--- config.mk ---
export PLATFORM = sky130hd
export DESIGN_NAME = ram_access_arbiter_flat
export DESIGN_NICKNAME = d
export VERILOG_FILES = /design/src/rtl/ram_access_arbiter_if.sv /design/src/rtl/ram_access_arbiter.sv /design/src/flat_wrapper.sv
export SDC_FILE = /design/constraint.sdc
export NUM_CORES = 1
export LEC_CHECK = 0
export ABC_AREA = 1
export BUFFER_PORTS_ARGS = -buffer_cell sky130_fd_sc_hd__clkbuf_2
export CORE_AREA = 8 8 223 225
export CTS_BUF_LIST = sky130_fd_sc_hd__clkbuf_8
export DETAILED_ROUTE_END_ITERATION = 10
export DIE_AREA = 0 0 231 233
export HOLD_SLACK_MARGIN = 0.12
export PLACE_DENSITY = 0.43
export SLEW_MARGIN = 20
export SYNTH_ARGS = -nofsm -noshare
export SYNTH_HDL_FRONTEND = slang
export SYNTH_SLANG_ARGS = --single-unit
export TNS_END_PERCENT = 1
--- constraint.sdc ---
create_clock -name i_clk -period 3.04 [get_ports i_clk]
set_input_delay 0.456 -clock i_clk [delete_from_list [all_inputs] [get_ports i_clk]]
set_output_delay 0.456 -clock i_clk [all_outputs]
set_load 0.005 [all_outputs]
--- src/rtl/ram_access_arbiter_if.sv ---
// Requester-side and RAM-side signals of ram_access_arbiter, bundled so that the
// arbiter takes one port; master is the environment view, slave the arbiter view.
interface ram_access_arbiter_if #(
   parameter int unsigned NUM_REQ = 4,
   parameter int unsigned ADDR_W  = 12,
   parameter int unsigned DATA_W  = 64
);
   logic [NUM_REQ-1:0]        wr_req;
   logic [NUM_REQ*ADDR_W-1:0] wr_addr;
   logic [NUM_REQ*DATA_W-1:0] wr_data;
   logic [NUM_REQ-1:0]        wr_gnt;
   logic [NUM_REQ-1:0]        rd_req;
   logic [NUM_REQ*ADDR_W-1:0] rd_addr;
   logic [NUM_REQ-1:0]        rd_gnt;
   logic [NUM_REQ-1:0]        rd_valid;
   logic [DATA_W-1:0]         rd_data;
   logic                      ram_wr;
   logic [ADDR_W-1:0]         ram_wr_add;
   logic [DATA_W-1:0]         ram_in;
   logic                      ram_rd;
   logic [ADDR_W-1:0]         ram_rd_add;
   logic [DATA_W-1:0]         ram_out;

   modport master (
      output wr_req, wr_addr, wr_data, rd_req, rd_addr, ram_out,
      input  wr_gnt, rd_gnt, rd_valid, rd_data,
      input  ram_wr, ram_wr_add, ram_in, ram_rd, ram_rd_add
   );

   modport slave (
      input  wr_req, wr_addr, wr_data, rd_req, rd_addr, ram_out,
      output wr_gnt, rd_gnt, rd_valid, rd_data,
      output ram_wr, ram_wr_add, ram_in, ram_rd, ram_rd_add
   );
endinterface

--- src/rtl/ram_access_arbiter.sv ---
// Round-robin arbitration of NUM_REQ requesters onto the write and read ports of a
// dual-port RAM, with registered RAM commands and read-data routing back to the issuer.
module ram_access_arbiter #(
   parameter int unsigned NUM_REQ = 4,
   parameter int unsigned ADDR_W  = 12,
   parameter int unsigned DATA_W  = 64,
   parameter int unsigned RD_LAT  = 1
) (
   input logic                 i_clk,
   input logic                 i_rst,
   ram_access_arbiter_if.slave bus
);
   localparam int unsigned ID_W = (NUM_REQ > 1) ? $clog2(NUM_REQ) : 1;
   typedef logic [ID_W-1:0] id_t;

   id_t               r_wr_last;
   id_t               r_rd_last;
   logic              r_ram_wr;
   logic [ADDR_W-1:0] r_ram_wr_add;
   logic [DATA_W-1:0] r_ram_in;
   logic              r_ram_rd;
   logic [ADDR_W-1:0] r_ram_rd_add;
   logic [RD_LAT:0]   r_pipe_vld;
   id_t  [RD_LAT:0]   r_pipe_id;

   logic              w_wr_found;
   logic              w_rd_found;
   id_t               w_wr_cand;
   id_t               w_rd_cand;
   logic [ADDR_W-1:0] w_wr_cand_addr;
   logic [DATA_W-1:0] w_wr_cand_data;
   logic [ADDR_W-1:0] w_rd_cand_addr;
   logic              w_collide;
   logic              w_wr_take;
   logic              w_rd_take;

   // Returns {found, index} of the first request after 'last', wrapping modulo NUM_REQ.
   function automatic logic [ID_W:0] f_rr_pick(input logic [NUM_REQ-1:0] req, input id_t last);
      logic        found;
      id_t         idx;
      int unsigned pos;
      found = 1'b0;
      idx   = '0;
      for (int unsigned off = 1; off <= NUM_REQ; off++) begin
         pos = (32'(last) + off) % NUM_REQ;
         if (!found && req[id_t'(pos)]) begin
            found = 1'b1;
            idx   = id_t'(pos);
         end
      end
      return {found, idx};
   endfunction

   always_comb begin
      {w_wr_found, w_wr_cand} = f_rr_pick(bus.wr_req, r_wr_last);
      {w_rd_found, w_rd_cand} = f_rr_pick(bus.rd_req, r_rd_last);
      w_wr_cand_addr = bus.wr_addr[w_wr_cand*ADDR_W +: ADDR_W];
      w_wr_cand_data = bus.wr_data[w_wr_cand*DATA_W +: DATA_W];
      w_rd_cand_addr = bus.rd_addr[w_rd_cand*ADDR_W +: ADDR_W];
      // Same-address write wins; the read retries once the write sits in the RAM register.
      w_collide = w_wr_found & w_rd_found & (w_wr_cand_addr == w_rd_cand_addr);
      w_wr_take = w_wr_found & ~i_rst;
      w_rd_take = w_rd_found & ~w_collide & ~i_rst;

      bus.wr_gnt              = '0;
      bus.wr_gnt[w_wr_cand]   = w_wr_take;
      bus.rd_gnt              = '0;
      bus.rd_gnt[w_rd_cand]   = w_rd_take;
      bus.rd_valid            = '0;
      bus.rd_valid[r_pipe_id[RD_LAT]] = r_pipe_vld[RD_LAT] & ~i_rst;
   end

   assign bus.rd_data    = bus.ram_out;
   assign bus.ram_wr     = r_ram_wr;
   assign bus.ram_wr_add = r_ram_wr_add;
   assign bus.ram_in     = r_ram_in;
   assign bus.ram_rd     = r_ram_rd;
   assign bus.ram_rd_add = r_ram_rd_add;

   always_ff @(posedge i_clk) begin
      if (i_rst) begin
         r_wr_last    <= id_t'(NUM_REQ - 1);
         r_rd_last    <= id_t'(NUM_REQ - 1);
         r_ram_wr     <= 1'b0;
         r_ram_wr_add <= '0;
         r_ram_in     <= '0;
         r_ram_rd     <= 1'b0;
         r_ram_rd_add <= '0;
         r_pipe_vld   <= '0;
      end else begin
         r_ram_wr   <= w_wr_take;
         r_ram_rd   <= w_rd_take;
         r_pipe_vld <= {r_pipe_vld[RD_LAT-1:0], w_rd_take};
         if (w_wr_take) begin
            r_wr_last    <= w_wr_cand;
            r_ram_wr_add <= w_wr_cand_addr;
            r_ram_in     <= w_wr_cand_data;
         end
         if (w_rd_take) begin
            r_rd_last    <= w_rd_cand;
            r_ram_rd_add <= w_rd_cand_addr;
         end
      end
   end

   // Requester ids only matter alongside their valid bits, so they need no reset.
   always_ff @(posedge i_clk) begin
      r_pipe_id <= {r_pipe_id[RD_LAT-1:0], w_rd_cand};
   end

endmodule

--- src/flat_wrapper.sv ---
// flat-port wrapper written by rule: the top's interface ports become plain ports
module ram_access_arbiter_flat 
#(
   parameter int unsigned NUM_REQ = 4,
   parameter int unsigned ADDR_W  = 12,
   parameter int unsigned DATA_W  = 64,
   parameter int unsigned RD_LAT  = 1
)
  (i_clk, i_rst, bus_wr_req, bus_wr_addr, bus_wr_data, bus_rd_req, bus_rd_addr, bus_ram_out, bus_wr_gnt, bus_rd_gnt, bus_rd_valid, bus_rd_data, bus_ram_wr, bus_ram_wr_add, bus_ram_in, bus_ram_rd, bus_ram_rd_add);
  ram_access_arbiter_if #(.NUM_REQ(NUM_REQ), .ADDR_W(ADDR_W), .DATA_W(DATA_W)) bus_i ();
  input logic i_clk;
  input logic i_rst;
  input wire logic [$bits(bus_i.wr_req)-1:0] bus_wr_req;
  input wire logic [$bits(bus_i.wr_addr)-1:0] bus_wr_addr;
  input wire logic [$bits(bus_i.wr_data)-1:0] bus_wr_data;
  input wire logic [$bits(bus_i.rd_req)-1:0] bus_rd_req;
  input wire logic [$bits(bus_i.rd_addr)-1:0] bus_rd_addr;
  input wire logic [$bits(bus_i.ram_out)-1:0] bus_ram_out;
  output wire logic [$bits(bus_i.wr_gnt)-1:0] bus_wr_gnt;
  output wire logic [$bits(bus_i.rd_gnt)-1:0] bus_rd_gnt;
  output wire logic [$bits(bus_i.rd_valid)-1:0] bus_rd_valid;
  output wire logic [$bits(bus_i.rd_data)-1:0] bus_rd_data;
  output wire logic [$bits(bus_i.ram_wr)-1:0] bus_ram_wr;
  output wire logic [$bits(bus_i.ram_wr_add)-1:0] bus_ram_wr_add;
  output wire logic [$bits(bus_i.ram_in)-1:0] bus_ram_in;
  output wire logic [$bits(bus_i.ram_rd)-1:0] bus_ram_rd;
  output wire logic [$bits(bus_i.ram_rd_add)-1:0] bus_ram_rd_add;
  assign bus_i.wr_req = bus_wr_req;
  assign bus_i.wr_addr = bus_wr_addr;
  assign bus_i.wr_data = bus_wr_data;
  assign bus_i.rd_req = bus_rd_req;
  assign bus_i.rd_addr = bus_rd_addr;
  assign bus_i.ram_out = bus_ram_out;
  assign bus_wr_gnt = bus_i.wr_gnt;
  assign bus_rd_gnt = bus_i.rd_gnt;
  assign bus_rd_valid = bus_i.rd_valid;
  assign bus_rd_data = bus_i.rd_data;
  assign bus_ram_wr = bus_i.ram_wr;
  assign bus_ram_wr_add = bus_i.ram_wr_add;
  assign bus_ram_in = bus_i.ram_in;
  assign bus_ram_rd = bus_i.ram_rd;
  assign bus_ram_rd_add = bus_i.ram_rd_add;
  ram_access_arbiter #(.NUM_REQ(NUM_REQ), .ADDR_W(ADDR_W), .DATA_W(DATA_W), .RD_LAT(RD_LAT)) u_core (.i_clk(i_clk), .i_rst(i_rst), .bus(bus_i));
endmodule
==> results of run 1 <==
-- layout make-up --
class                           instances  area [um^2]
Multi-Input combinational cell        816         4460
Clock buffer                            9          124
Timing Repair Buffer                  566         3410
Tap cell                              607          759
Fill cell                            5330        34900
Clock inverter                          7          101
Sequential cell                        99         1990
Inverter                               70          273
Antenna cell                            6         15.0
-- metrics by stage --
step                power (uW)  setup slack, ps  hold WS [ps]  utilization, %
CTS                      16100             -522           286            22.5
floorplan                 9550              222           310               -
global route             19500             -731           312            24.1
detailed placement       14500             -226           315            21.7
global placement         14500             -177           314            21.7
finish                   18000             -458           336            24.2
-- what timing repair did --
| action | CTS | global route |
|---|---|---|
| hold endpoints to repair | 0 | 0 |
| endpoints found under the setup margin | 12 | 23 |
| pin swaps | 3 | 47 |
| gates resized for setup | 26 | 145 |
| cloned | 2 | 6 |
| buffers inserted | 3 | 21 |
-- cell usage in the layout (no fill, tap or decap), types with 3 or more instances in the layout --
cell type / instances
nand3_1: 49
buf_12: 13
clkbuf_8: 9
o21ai_1: 4
inv_1: 56
dfxtp_1: 95
diode_2: 6
nor2_4: 5
o21ai_0: 141
nor3_1: 7
nand3b_1: 26
o22ai_1: 64
clkbuf_16: 4
clkinvlp_4: 4
nand3_2: 18
nor3_2: 3
a21oi_1: 4
nand2_2: 59
nor2_2: 4
a22o_1: 64
nand2_4: 17
inv_4: 4
buf_6: 13
nand4_1: 8
dfxtp_2: 3
nand2_1: 188
inv_2: 10
clkbuf_2: 463
buf_4: 70
nor2_1: 146
-- where the power goes --
group / switching (uW) / leakage [uW] / internal [uW]
clock: 576 / 0.0000997 / 469
sequential: 320 / 0.000825 / 1900
combinational: 8730 / 0.00483 / 5970
total: 9620 / 0.00576 / 8340
-- routing by layer --
layer | global-route usage (%) | part of all wire (%)
met3 | 5.76 | 8.9
met1 | 17.5 | 39
met2 | 26.3 | 49
met5 | 0 | 0.077
met4 | 5.60 | 3.0
-- path summary, 6_finish.rpt --
path,from,depth (start not counted),slack [ps],to
max,u_core.r_wr_last[0]$_SDFFE_PP1P_,22,-460,bus_rd_gnt[0]
min,u_core.r_pipe_id[1]$_DFF_P_,0,340,u_core.r_pipe_id[3]$_DFF_P_
max reg2reg,u_core.r_wr_last[0]$_SDFFE_PP1P_,26,80,u_core.r_rd_last[0]$_SDFFE_PP1P_
min reg2reg,u_core.r_pipe_id[1]$_DFF_P_,0,340,u_core.r_pipe_id[3]$_DFF_P_
-- registers in the layout (all words and copies together) (netlist names) --
signal and cells:
u_core.bus.ram_in 64, u_core.bus.ram_rd_add 12, u_core.bus.ram_wr_add 12, u_core.r_pipe_id 4, u_core.r_pipe_vld 2, u_core.r_rd_last 2, u_core.r_wr_last 2, u_core.bus.ram_wr 1
-- critical path: cells and delay by family, from the launching register on --
family / cells / cell delay (ps)
buffers and inverters: 5 / 670
DFF: 1 / 380
and+or+nand+nor: 17 / 1580
-- kinds of logic after synthesis --
group           share of synthesized area, %
buf+inv                                 15.6
compound gates                          24.4
flops                                   28.0
simple gates                            32.0
==> results.yml, run 1 <==
clock_network:
  cts_tree: "yes"
  numCtsBuffers: 9
  root_buffer: "clkbuf_8"
  cts-htree-levels: 3
  clock_latency_ps: 430
  clk_pin_slew_ps: 100
  cts_sinks: 99
  clock_path_buffers: 2
  hold_buffers: 0
critical_path:
  worst-setup-path-type: "register to output pin"
  cp-end-kind: "output pin"
  slowest_stage: "dfxtp_4"
  cpPeakStageDelay_ps: 380
  crit_path_frequent_cell: "nand2_2"
  cp-start-kind: "register"
  cp_max_fo: 5
  worstPathCellList: "buf_6 > nand2_1 > nand2_2 > nand2_4 > nand2_4 > nor2_2 > nand3_2 > buf_12 > buf_12 > buf_4 > nand3_1 > nand3_2 > nand2_2 > nand3_2 > nand2_2 > nor2_4 > nand2_2 > nor2_2 > nand2_2 > nand3_4 > nor3_4 > clkbuf_2"
  cp.arrival_ps: 3040
  critPathRequiredTime_ps: 2580
detailed_routing:
  drt_wl_total_mm: 45.2
  drc_errors: 0
  via_count: 9612
  ant_nets: 0
  drtIter0Drc: 490
  viasPerCell: 4.41
  wl_per_cell_um: 20.7
  firstDrtPassIters: 5
floorplanning:
  initial_core_util_pct: 15.4
  die_width_um: 231
  coreArea_um2: 46100
  rows: 79
  die_area_um2: 53800
  die_h_um: 233
  ioPinCount: 592
logic_synthesis:
  syn_area_um2: 7080
  syn-num-nets: 1558
  ys_warn_count: 0
  ys_ff_latch: 99
  synthTopCellsByCount: "263 x nand2_1, 154 x nor2_1, 143 x o21ai_0, 99 x dfxtp_1, 68 x buf_4"
  async_flop_share_pct: 0
  ys_types: 25
  syn_inst: 1132
  yosysMostFrequentCell: "nand2_1"
  synth.top_cell.area_share_pct: 28.0
  syn_area_per_cell_um2: 6.26
  synthTopCellsByArea: "dfxtp_1 28%, nand2_1 14%, o21ai_0 10%, nor2_1 8.2%, a22o_1 7.9%"
  seq_area_frac_synth_pct: 28.0
  synth_top_flop_cell: "dfxtp_1"
  synth_edf_count: 0
  yosys.area.top_type: "dfxtp_1"
timing:
  timing.final.crit_share_pct: 115
  fmax_mhz: 286
  tns_ps: -2160
  worst_slack_ps: -458
  relSlewSlack_pct: 50.8
  worstMarginPinSlew_ps: 738
  rsz0062_at_grt: "yes"
  skew_ps: 21.0
  period_needed_ps: 3500
  setup_viol: 7
  hold_viol_final: 0
  slew_viol_final: 0
finish:
  syn_to_final_growth_pct: 57.1
  drive_gt1_share_pct: 45.4
  fin_cells: 2180
  final_area_um2: 11100
  finalNetCount: 1988
global_route:
  grt_pass1_vias: 9582
  grt_start_max_net_pins: 122
  grt_usage_pct: 15.4
  grt_pass1_wl_mm: 62.5
  antenna_found_initial: 17
  overflow: 0
place:
  place_hpwl_mm: 35.4
  port_buffers: 463
  gp_congestion: 0.878
  dpl_cell_area_um2: 10000
  dp.cells: 2126
hold_path:
  min_path_type: "register to register"
pwr:
  power_density_nw_per_um2: 1610
  power.leakage_uw: 0.00576
  ir_drop_mv: 0.886
run_status:
  violations: "setup timing"
  status: "complete, but fails checks"
job:
  maxCapViolations: 0
Note: power is estimated with default switching activity, not from simulation.
==> run 2, diff against run 1 <==
--- a/config.mk
+++ b/config.mk
@@ -12,6 +12,7 @@
 export DETAILED_ROUTE_END_ITERATION = 10
 export DIE_AREA = 0 0 231 233
 export HOLD_SLACK_MARGIN = 0.12
+export MAX_ROUTING_LAYER = met4
 export PLACE_DENSITY = 0.43
 export SLEW_MARGIN = 20
 export SYNTH_ARGS = -nofsm -noshare
==> run 2 against run 1 <==
Against the previous run:
- the run still ends with setup timing left
- non-clock buffer count up 20
- clock power is essentially flat
- utilization is 0.43 points higher
- combinational power is 5% higher
- first-iteration DRC count rose by 17%
- worst setup slack got worse by 65 ps
- flip-flop and latch count did not move
- clock skew is 8.5 ps higher
- critical path type is now register to register
- critical endpoint is now u_core.bus.ram_rd_add[2]$_SDFFE_PP0P_
- highest routed layer is now met4
==> results.yml, run 2 (same netlist as run 1, synthesis figures left out) <==
clock_network:
  clk_pin_slew_ps: 100
  root_buffer: "clkbuf_8"
  cts_tree: "yes"
  numCtsBuffers: 9
  hold_buffers: 0
  cts_sinks: 99
  cts-htree-levels: 3
  clock_path_buffers: 2
  clock_latency_ps: 440
floorplanning:
  die_h_um: 233
  initial_core_util_pct: 15.4
  rows: 79
  coreArea_um2: 46100
  ioPinCount: 592
  die_area_um2: 53800
  die_width_um: 231
pwr:
  p_int_uw: 9030
  power.leakage_uw: 0.00590
  power_density_nw_per_um2: 1650
  combPwrFrac_pct: 82.6
  clkPwrFrac_pct: 5.4
  ir_drop_mv: 0.851
  p_seq_share_pct: 12.0
  report.power.total_uw: 18700
  p_sw_uw: 9660
  swShare_pct: 51.7
place:
  port_buffers: 463
  dpl_cell_area_um2: 10000
  gp_congestion: 0.916
  place_hpwl_mm: 35.4
timing:
  relSlewSlack_pct: 50.5
  worst_slack_ps: -523
  fmax_mhz: 281
  rsz0062_at_grt: "yes"
  slew_viol_final: 0
  skew_ps: 29.4
  hold_viol_final: 0
  period_needed_ps: 3560
  setup_viol: 9
  worstMarginPinSlew_ps: 743
  timing.final.crit_share_pct: 117
critical_path:
  crit_path_frequent_cell: "buf_4"
  cpPeakStageDelay_ps: 380
  cp_max_fo: 7
  cp-start-kind: "register"
  slowest_stage: "dfxtp_4"
  cp.arrival_ps: 3930
  r2r-start: "u_core.r_rd_last[0]$_SDFFE_PP1P_"
  critPathRequiredTime_ps: 3410
  worst-setup-path-type: "register to register"
  cp-startpoint: "u_core.r_rd_last[0]$_SDFFE_PP1P_"
  cp-end-kind: "register"
finish:
  final_area_um2: 11300
  final_common_cell: "clkbuf_2"
  finalNetCount: 2008
  drive_gt1_share_pct: 45.6
  final_cell_mix: "461 x clkbuf_2, 186 x nand2_1, 146 x nor2_1"
  syn_to_final_growth_pct: 59.9
  largest_register_ff_count: 64
global_route:
  grt_start_max_net_pins: 118
  overflow: 0
  grt_pass1_vias: 9940
  grt_pass1_wl_mm: 64.3
  grt_usage_pct: 16.3
  antenna_found_initial: 19
hold_path:
  hp-start: "u_core.r_pipe_id[1]$_DFF_P_"
  min_path_type: "register to register"
detailed_routing:
  drtIter0Drc: 573
  firstDrtPassIters: 5
  ant_nets: 0
  drc_errors: 0
  wl_per_cell_um: 20.6
  viasPerCell: 4.42
  via_count: 9742
  drt_wl_total_mm: 45.4
run_status:
  status: "complete, but fails checks"
  violations: "setup timing"
job:
  maxCapViolations: 0
## run 2: cell count changes in the layout (fill, tap and decap cells not counted), moves of 5 or more
| cell | before | now |
|---|---|---|
| buf_6 | 13 | 8 |
| nand3_2 | 18 | 7 |
| buf_4 | 70 | 90 |
| nand3_1 | 49 | 60 |
| nand2_4 | 17 | 24 |
| diode_2 | 6 | 12 |
| buf_12 | 13 | 18 |
## run 2: final timing paths
path                                                               to  slack, ps  cells after the start
worst max-delay path            u_core.bus.ram_rd_add[2]$_SDFFE_PP0P_       -520                     32
worst min-delay path                      u_core.r_pipe_id[3]$_DFF_P_        330                      0
worst max register to register  u_core.bus.ram_rd_add[2]$_SDFFE_PP0P_       -520                     32
worst min register to register            u_core.r_pipe_id[3]$_DFF_P_        330                      0
## run 2: final cells by class
class                      instances  area (um^2)
fill                            5303        34700
timing repair buffer             586         3620
tap                              607          759
inverter                          70          278
multi-input combinational        816         4430
clock inverter                     7         91.3
clock buffer                       9          124
antenna                           12         30.0
sequential                        99         1990
## run 2: power by group through the flow
stage	clock (uW)	sequential (uW)	combinational, uW
floorplan	0	2220	7330
global placement	0	2240	12400
detailed placement	0	2240	12400
CTS	1080	2230	14600
global route	1120	2310	16900
finish	1020	2240	15400
## run 2: layer usage
layer,GRT usage [%],share of wire [%]
met5,-,0
met4,7.03,3.2
met2,27.0,49
met1,18.0,39
met3,5.20,8.6
## run 2: critical path: cells and delay by family, from the launching register on
family                 cells  cell delay [ps]
and+or+nand+nor           15             1060
buffers and inverters     17             2100
DFF                        1              380
## run 2: what timing repair did
action,in CTS,in global routing
resized for setup,82,90
endpoints found under the setup margin,18,33
cloned,4,2
setup buffers,38,5
pin swaps,47,48
## run 2: metrics by stage
step	hold WS (ps)	setup TNS [ps]	setup WS [ps]	cells	utilization [%]
floorplan	310	0	222	1132	-
global placement	319	-1570	-248	2130	21.8
detailed placement	314	-2100	-278	2130	21.8
CTS	273	-3340	-461	2187	23.7
global route	302	-6350	-727	2204	24.6
finish	334	-2720	-523	2206	24.6
